**config.mk**
```make
export PLATFORM = sky130hd
export DESIGN_NAME = pipe_stage_reg
export DESIGN_NICKNAME = d
export VERILOG_FILES = /design/src/rtl/pipe_pkg.sv /design/src/rtl/sat_counter.sv /design/src/rtl/pipe_stage_reg.sv
export SDC_FILE = /design/constraint.sdc
export NUM_CORES = 1
export LEC_CHECK = 0
export ABC_AREA = 1
export CORE_MARGIN = 2
export CORE_UTILIZATION = 30
export DETAILED_ROUTE_END_ITERATION = 8
export HOLD_SLACK_MARGIN = 0.1
export RECOVER_POWER = 50
export SYNTH_ARGS = -nofsm -noshare
export SYNTH_HDL_FRONTEND = slang
export SYNTH_SLANG_ARGS = --single-unit
```
**constraint.sdc**
```tcl
create_clock -name clk -period 1.4 [get_ports clk]
set_input_delay 0.14 -clock clk [delete_from_list [all_inputs] [get_ports clk]]
set_output_delay 0.14 -clock clk [all_outputs]
set_load 0.05 [all_outputs]
```
**src/rtl/pipe_pkg.sv**
```systemverilog
// -----------------------------------------------------------------------------
// pipe_pkg
// Shared definitions for the handshaked pipeline stage register:
//   - pipe_state_e   : occupancy state of a stage (EMPTY / FULL / SKID)
//   - PIPE_WIDTH     : default payload width
//   - PIPE_CNT_W     : default stall counter width
//   - *_CTRL_MASK    : per-stage control-bit masks for a 32-bit payload layout
//                      where control fields live in the upper bits
//   - state_occ()    : number of held entries for a given state
// -----------------------------------------------------------------------------
package pipe_pkg;

   typedef enum logic [1:0] {
      EMPTY = 2'd0,   // nothing held
      FULL  = 2'd1,   // main entry held
      SKID  = 2'd2    // main and skid entries held
   } pipe_state_e;

   localparam int unsigned PIPE_WIDTH = 32;
   localparam int unsigned PIPE_CNT_W = 16;

   // IF/ID carries only instruction + PC; a bubble is an all-zero NOP already.
   localparam logic [31:0] IFID_CTRL_MASK  = 32'h0000_0000;
   // ID/EX: RegWrite, MemRead, MemWrite, MemToReg, Branch, ALUSrc, ALUOp[1:0].
   localparam logic [31:0] IDEX_CTRL_MASK  = 32'hFF00_0000;
   // EX/MEM: RegWrite, MemRead, MemWrite, MemToReg.
   localparam logic [31:0] EXMEM_CTRL_MASK = 32'hF000_0000;
   // MEM/WB: RegWrite, MemToReg.
   localparam logic [31:0] MEMWB_CTRL_MASK = 32'hC000_0000;

   // Number of held entries implied by a state.
   function automatic logic [1:0] state_occ(input pipe_state_e st);
      logic [1:0] occ;
      case (st)
         EMPTY:   occ = 2'd0;
         FULL:    occ = 2'd1;
         SKID:    occ = 2'd2;
         default: occ = 2'd0;
      endcase
      return occ;
   endfunction

endpackage

```
**src/rtl/sat_counter.sv**
```systemverilog
// -----------------------------------------------------------------------------
// sat_counter
// Saturating up-counter with synchronous clear.
// Ports:
//   clk    in         clock
//   reset  in         synchronous active-low reset
//   inc    in         increment request (ignored once at the maximum value)
//   clr    in         clear to zero; wins over inc
//   count  out CNT_W  current count (registered)
// -----------------------------------------------------------------------------
module sat_counter #(
   parameter int unsigned CNT_W = 16
) (
   input  logic             clk,
   input  logic             reset,
   input  logic             inc,
   input  logic             clr,
   output logic [CNT_W-1:0] count
);

   localparam logic [CNT_W-1:0] CNT_MAX = {CNT_W{1'b1}};

   logic [CNT_W-1:0] count_q;
   logic [CNT_W-1:0] count_d;

   // Next count: clear first, then saturating increment.
   always_comb begin
      count_d = count_q;
      if (clr) begin
         count_d = {CNT_W{1'b0}};
      end else if (inc && (count_q != CNT_MAX)) begin
         count_d = count_q + CNT_W'(1);
      end else begin
         count_d = count_q;
      end
   end

   // Count register with synchronous active-low reset.
   always_ff @(posedge clk) begin
      if (!reset) begin
         count_q <= {CNT_W{1'b0}};
      end else begin
         count_q <= count_d;
      end
   end

   assign count = count_q;

endmodule

```
**src/rtl/pipe_stage_reg.sv**
```systemverilog
// -----------------------------------------------------------------------------
// pipe_stage_reg
// Handshaked pipeline stage register with a one-entry skid buffer so that
// in_ready is a flop and never depends combinationally on out_ready.
// Bubbles (out_valid=0) present the held word with CTRL_MASK bits forced to 0,
// so a killed or empty stage can never enable a write downstream.
// Ports:
//   clk        in          clock
//   reset      in          synchronous active-low reset
//   in_valid   in          upstream has a payload
//   in_ready   out         stage can accept (registered)
//   in_data    in  WIDTH   upstream payload
//   out_valid  out         payload presented downstream (registered)
//   out_ready  in          downstream accepts
//   out_data   out WIDTH   payload, control bits zero on a bubble (registered)
//   flush      in          discard all held entries
//   clr_stats  in          clear stall_cnt
//   stall_cnt  out CNT_W   saturating count of stalled cycles
//   occupancy  out 2       held entries, 0..2 (registered)
// -----------------------------------------------------------------------------
module pipe_stage_reg
   import pipe_pkg::*;
#(
   parameter int unsigned      WIDTH     = PIPE_WIDTH,
   parameter logic [WIDTH-1:0] CTRL_MASK = {WIDTH{1'b0}},
   parameter int unsigned      CNT_W     = PIPE_CNT_W
) (
   input  logic             clk,
   input  logic             reset,
   input  logic             in_valid,
   output logic             in_ready,
   input  logic [WIDTH-1:0] in_data,
   output logic             out_valid,
   input  logic             out_ready,
   output logic [WIDTH-1:0] out_data,
   input  logic             flush,
   input  logic             clr_stats,
   output logic [CNT_W-1:0] stall_cnt,
   output logic [1:0]       occupancy
);

   pipe_state_e      state_q;
   pipe_state_e      state_d;
   logic [WIDTH-1:0] main_q;
   logic [WIDTH-1:0] main_d;
   logic [WIDTH-1:0] skid_q;
   logic [WIDTH-1:0] skid_d;

   // Output flops, loaded from the next-state values so they track state_q.
   logic             in_ready_q;
   logic             in_ready_d;
   logic             out_valid_q;
   logic             out_valid_d;
   logic [WIDTH-1:0] out_data_q;
   logic [WIDTH-1:0] out_data_d;
   logic [1:0]       occupancy_q;
   logic [1:0]       occupancy_d;

   logic in_fire;
   logic out_fire;
   logic stall_inc;

   assign in_fire  = in_valid & in_ready_q;
   assign out_fire = out_valid_q & out_ready;

   // State and payload registers; reset clears everything and reopens the input.
   always_ff @(posedge clk) begin
      if (!reset) begin
         state_q     <= EMPTY;
         main_q      <= {WIDTH{1'b0}};
         skid_q      <= {WIDTH{1'b0}};
         in_ready_q  <= 1'b1;
         out_valid_q <= 1'b0;
         out_data_q  <= {WIDTH{1'b0}};
         occupancy_q <= 2'd0;
      end else begin
         state_q     <= state_d;
         main_q      <= main_d;
         skid_q      <= skid_d;
         in_ready_q  <= in_ready_d;
         out_valid_q <= out_valid_d;
         out_data_q  <= out_data_d;
         occupancy_q <= occupancy_d;
      end
   end

   // Next-state and payload movement. Flush empties the stage and keeps the
   // stored words untouched; an accept in the same cycle is dropped.
   always_comb begin
      state_d = state_q;
      main_d  = main_q;
      skid_d  = skid_q;
      if (flush) begin
         state_d = EMPTY;
      end else begin
         case (state_q)
            EMPTY: begin
               if (in_fire) begin
                  state_d = FULL;
                  main_d  = in_data;
               end else begin
                  state_d = EMPTY;
               end
            end
            FULL: begin
               if (in_fire && out_fire) begin
                  state_d = FULL;
                  main_d  = in_data;
               end else if (in_fire) begin
                  // Downstream stalled: park the new word behind main.
                  state_d = SKID;
                  skid_d  = in_data;
               end else if (out_fire) begin
                  state_d = EMPTY;
               end else begin
                  state_d = FULL;
               end
            end
            SKID: begin
               // in_ready is low here, so only the drain side can move.
               if (out_fire) begin
                  state_d = FULL;
                  main_d  = skid_q;
               end else begin
                  state_d = SKID;
               end
            end
            default: begin
               state_d = EMPTY;
            end
         endcase
      end
   end

   // Output values derived from the next state, captured by the output flops.
   always_comb begin
      in_ready_d  = (state_d != SKID);
      out_valid_d = (state_d != EMPTY);
      occupancy_d = state_occ(state_d);
      if (out_valid_d) begin
         out_data_d = main_d;
      end else begin
         out_data_d = main_d & ~CTRL_MASK;
      end
   end

   // A killed stage is not a stall, so flush suppresses the count.
   assign stall_inc = out_valid_q & ~out_ready & ~flush;

   sat_counter #(
      .CNT_W (CNT_W)
   ) u_stall_cnt (
      .clk   (clk),
      .reset (reset),
      .inc   (stall_inc),
      .clr   (clr_stats),
      .count (stall_cnt)
   );

   assign in_ready  = in_ready_q;
   assign out_valid = out_valid_q;
   assign out_data  = out_data_q;
   assign occupancy = occupancy_q;

endmodule

```
==> out/summary.txt <==
antenna violations before repair - 0
worst setup path category - reg -> reg
Clock Skew - 0.0103 ns
Max-Cap Viols - 0
Final Cycle Share - 99.8%
io pins - 90
Antenna diodes - 0
Layout Cells excl Fill - 870
Crit path max-delay family - simple AND/OR/NAND/NOR gates
cell with the most instances after synthesis - nor2_1
# DRC - 0
RSZ-0062 raised after global routing - yes
root buffer cell - clkbuf_16
critical path startpoint category - register
std cell rows - 42
Comb power frac - 16.0%
biggest cell delay along the critical path - 0.37 ns
Synth Warn # - 0
Multi-input gate area - 2090 sq um
# setup viols final - 0
placer congestion estimate - 0.825
Peak VDD IR - 0.000646 V
Place WS - -0.384 ns
Top cell by count, worst path - nor2_4
worst hold slack - 0.132 ns
CP max stage cell - dfxtp_4
Avg Inst Size Synth - 6.83 sq um
first-pass GRT wire length - 18300 microns
worst skew pair latency - 0.35 ns
Synth cell types - 28
Antenna Nets Post-Route - 0
Post-Synthesis Net Count - 622
number of synthesized flops with an enable pin - 0
Layout fillers - 1327
Buf/Inv on CP - 0
vias per cell - 4.60
# Post-CTS Setup Buffers - 0
core area - 13100 sq um
DR iter-0 viols - 250
Fmax - 716 MHz
asr flop ratio synth - 0%
PwrDens - 1090 nW/um^2
sequential cell area fraction in the yosys report - 43.4%
TritonCTS buffer count - 9
Yosys top cell by area - dfxtp_1
largest net degree at the start of global routing - 66
Vert. Die Dim - 119 microns
Crit Path Max Fanout - 7
switching share of power - 28.4%
net switching power - 1.79 mW
Avg WL per Cell - 12.7 microns
Pint - 4.50 mW
final hold violation count - 0
Area Growth Syn to Fin - 46.0%
sequential cell area - 1760 sq um
setup TNS - 0 ns
Final Net Count - 730
remaining global-route overflow - 0
layout cells sized above 1 - 24.1%
Hold/Removal Path Class - in -> reg
Commonest cells post-synth - 171 x nor2_1, 145 x nand2_1, 86 x dfxtp_1
Arrival @ worst endpoint - 1.64 ns
WL final - 11100 microns
post-synth design cell area - 3970 sq um
cell count after synthesis - 581
Synth top area share - 43.4%
Final Critical Period - 1.40 ns
number of global-route vias before repair - 3896
status - complete, no violations
fin. max-slew vios - 0
CTS clock-pin slew for the worst setup and hold paths - 0.07 ns
CTS tree - built
Cell Count Post-Placement - 854
Clk pwr share - 42.5%
PnR worst setup slack - 0.00261 ns
Worst-Margin Slew - 0.509 ns
Yosys reg bits - 86
crit path capture type - register
Worst slew margin - 66.0%
leakage power - 2.47 nW
ys flop type - dfxtp_1
total vias in the final route - 4000
die area - 14200 sq um
die width - 119 microns
drt pass-1 iters - 4
Initial Util - 30.3%
htree depth - 3
Cell Chain, Critical Path - nand2_1 > nor2_4 > nand2_2 > nor2_4 > nor2_4 > o21ai_1 > nor2_1
Sink Count - 86
clock buffer depth - 2
worst endpoint required time - 1.64 ns
Seq pwr share - 41.5%
Synth area leaders - dfxtp_1 43%, nor2_1 16%, nand2_1 14%
DP HPWL - 7800 microns
PortBufs - 89
GRT Total Usage - 16.0%
power groups by stage:
stage | registers, mW | clock network, mW | logic [mW]
2_1_floorplan | 2.93 | 0 | 0.353
3_3_place_gp | 2.67 | 0 | 1.05
3_5_place_dp | 2.67 | 0 | 1.06
4_1_cts | 2.62 | 2.73 | 1.07
5_1_grt | 2.62 | 2.85 | 1.09
6_report | 2.61 | 2.68 | 1.01
metal layers:
metal | GRT usage, % | share of wire, %
met4 | 5.43 | 1.4
met5 | 0 | 0
met3 | 4.79 | 4.5
met1 | 19.5 | 46
met2 | 26.8 | 48
area by class of cell:
| cell class | instances | area share (%) |
|---|---|---|
| flip-flops and latches | 86 | 30.4 |
| inverters | 24 | 1.69 |
| multi-input cells | 441 | 36.0 |
| repair buffers | 127 | 22.4 |
| clock buffers | 9 | 3.89 |
| clock inverters | 7 | 1.81 |
| well taps | 176 | 3.80 |
state kept, by name, indices dropped and copies added (netlist names):
name / flops
state_q: 2
out_valid: 1
u_stall_cnt.count: 16
out_data: 32
skid_q: 32
in_ready: 1
occupancy: 2
path summary, 6_finish.rpt:
path / start / to / slack [ns] / cells after the start
setup / recovery: u_stall_cnt.count[13] / u_stall_cnt.count[1] / 0.003 / 7
setup reg to reg: u_stall_cnt.count[13] / u_stall_cnt.count[1] / 0.003 / 7
hold reg to reg: out_data[9] / out_data[9] / 0.48 / 2
hold / removal: reset / state_q[0] / 0.13 / 3
placed cells by master, fill, tap and decap left out, types with 2 or more instances in the layout:
master,synthesis,layout
dfxtp_1,86,66
dlymetal6s2s_1,0,4
nand4_1,35,35
clkdlybuf4s50_1,0,35
inv_2,3,3
nand3_4,1,2
bufinv_16,0,2
nand2_2,8,7
nor3_1,3,3
nor2_2,7,8
o21ai_0,35,35
a21oi_1,8,7
clkinv_4,0,2
inv_1,21,18
nand3_2,5,4
clkbuf_16,0,9
dfxtp_4,0,6
clkbuf_2,0,27
nand3_1,11,11
inv_4,0,3
nor2_4,3,8
nand2_1,145,142
buf_4,6,33
nand2_4,0,4
ha_4,0,2
dfxtp_2,0,14
nor2_1,171,165
buf_12,0,23
buf_6,4,2
what timing repair did:
action                                  CTS  global route
endpoints found under the setup margin   31            73
gates cloned                              0             0
hold buffers                              0             0
pin swaps                                 0             3
resized for setup                         9            21
logic make-up after synthesis:
kind of cell	count (synthesis)	share of synthesized area (%)
compound gates	47	6.12
xor+xnor	1	0.221
fa+ha+maj	3	0.946
buf+inv	54	6.78
flops	86	43.4
simple gates	390	42.5
worst min-delay path: cells and delay by family:
family | cells | cell delay, ns
AND/OR/NAND/NOR | 1 | 0.10
buffers and inverters | 2 | 0.21
per-stage QoR:
step	power (mW)	util (%)	area (sq um)
2_1_floorplan	3.28	-	4050
4_1_cts	6.42	44.6	5840
5_1_grt	6.56	44.3	5790
3_3_place_gp	3.73	41.9	5490
3_5_place_dp	3.74	41.9	5490
6_report	6.29	44.3	5790
Power figures use the tool's default switching activity.
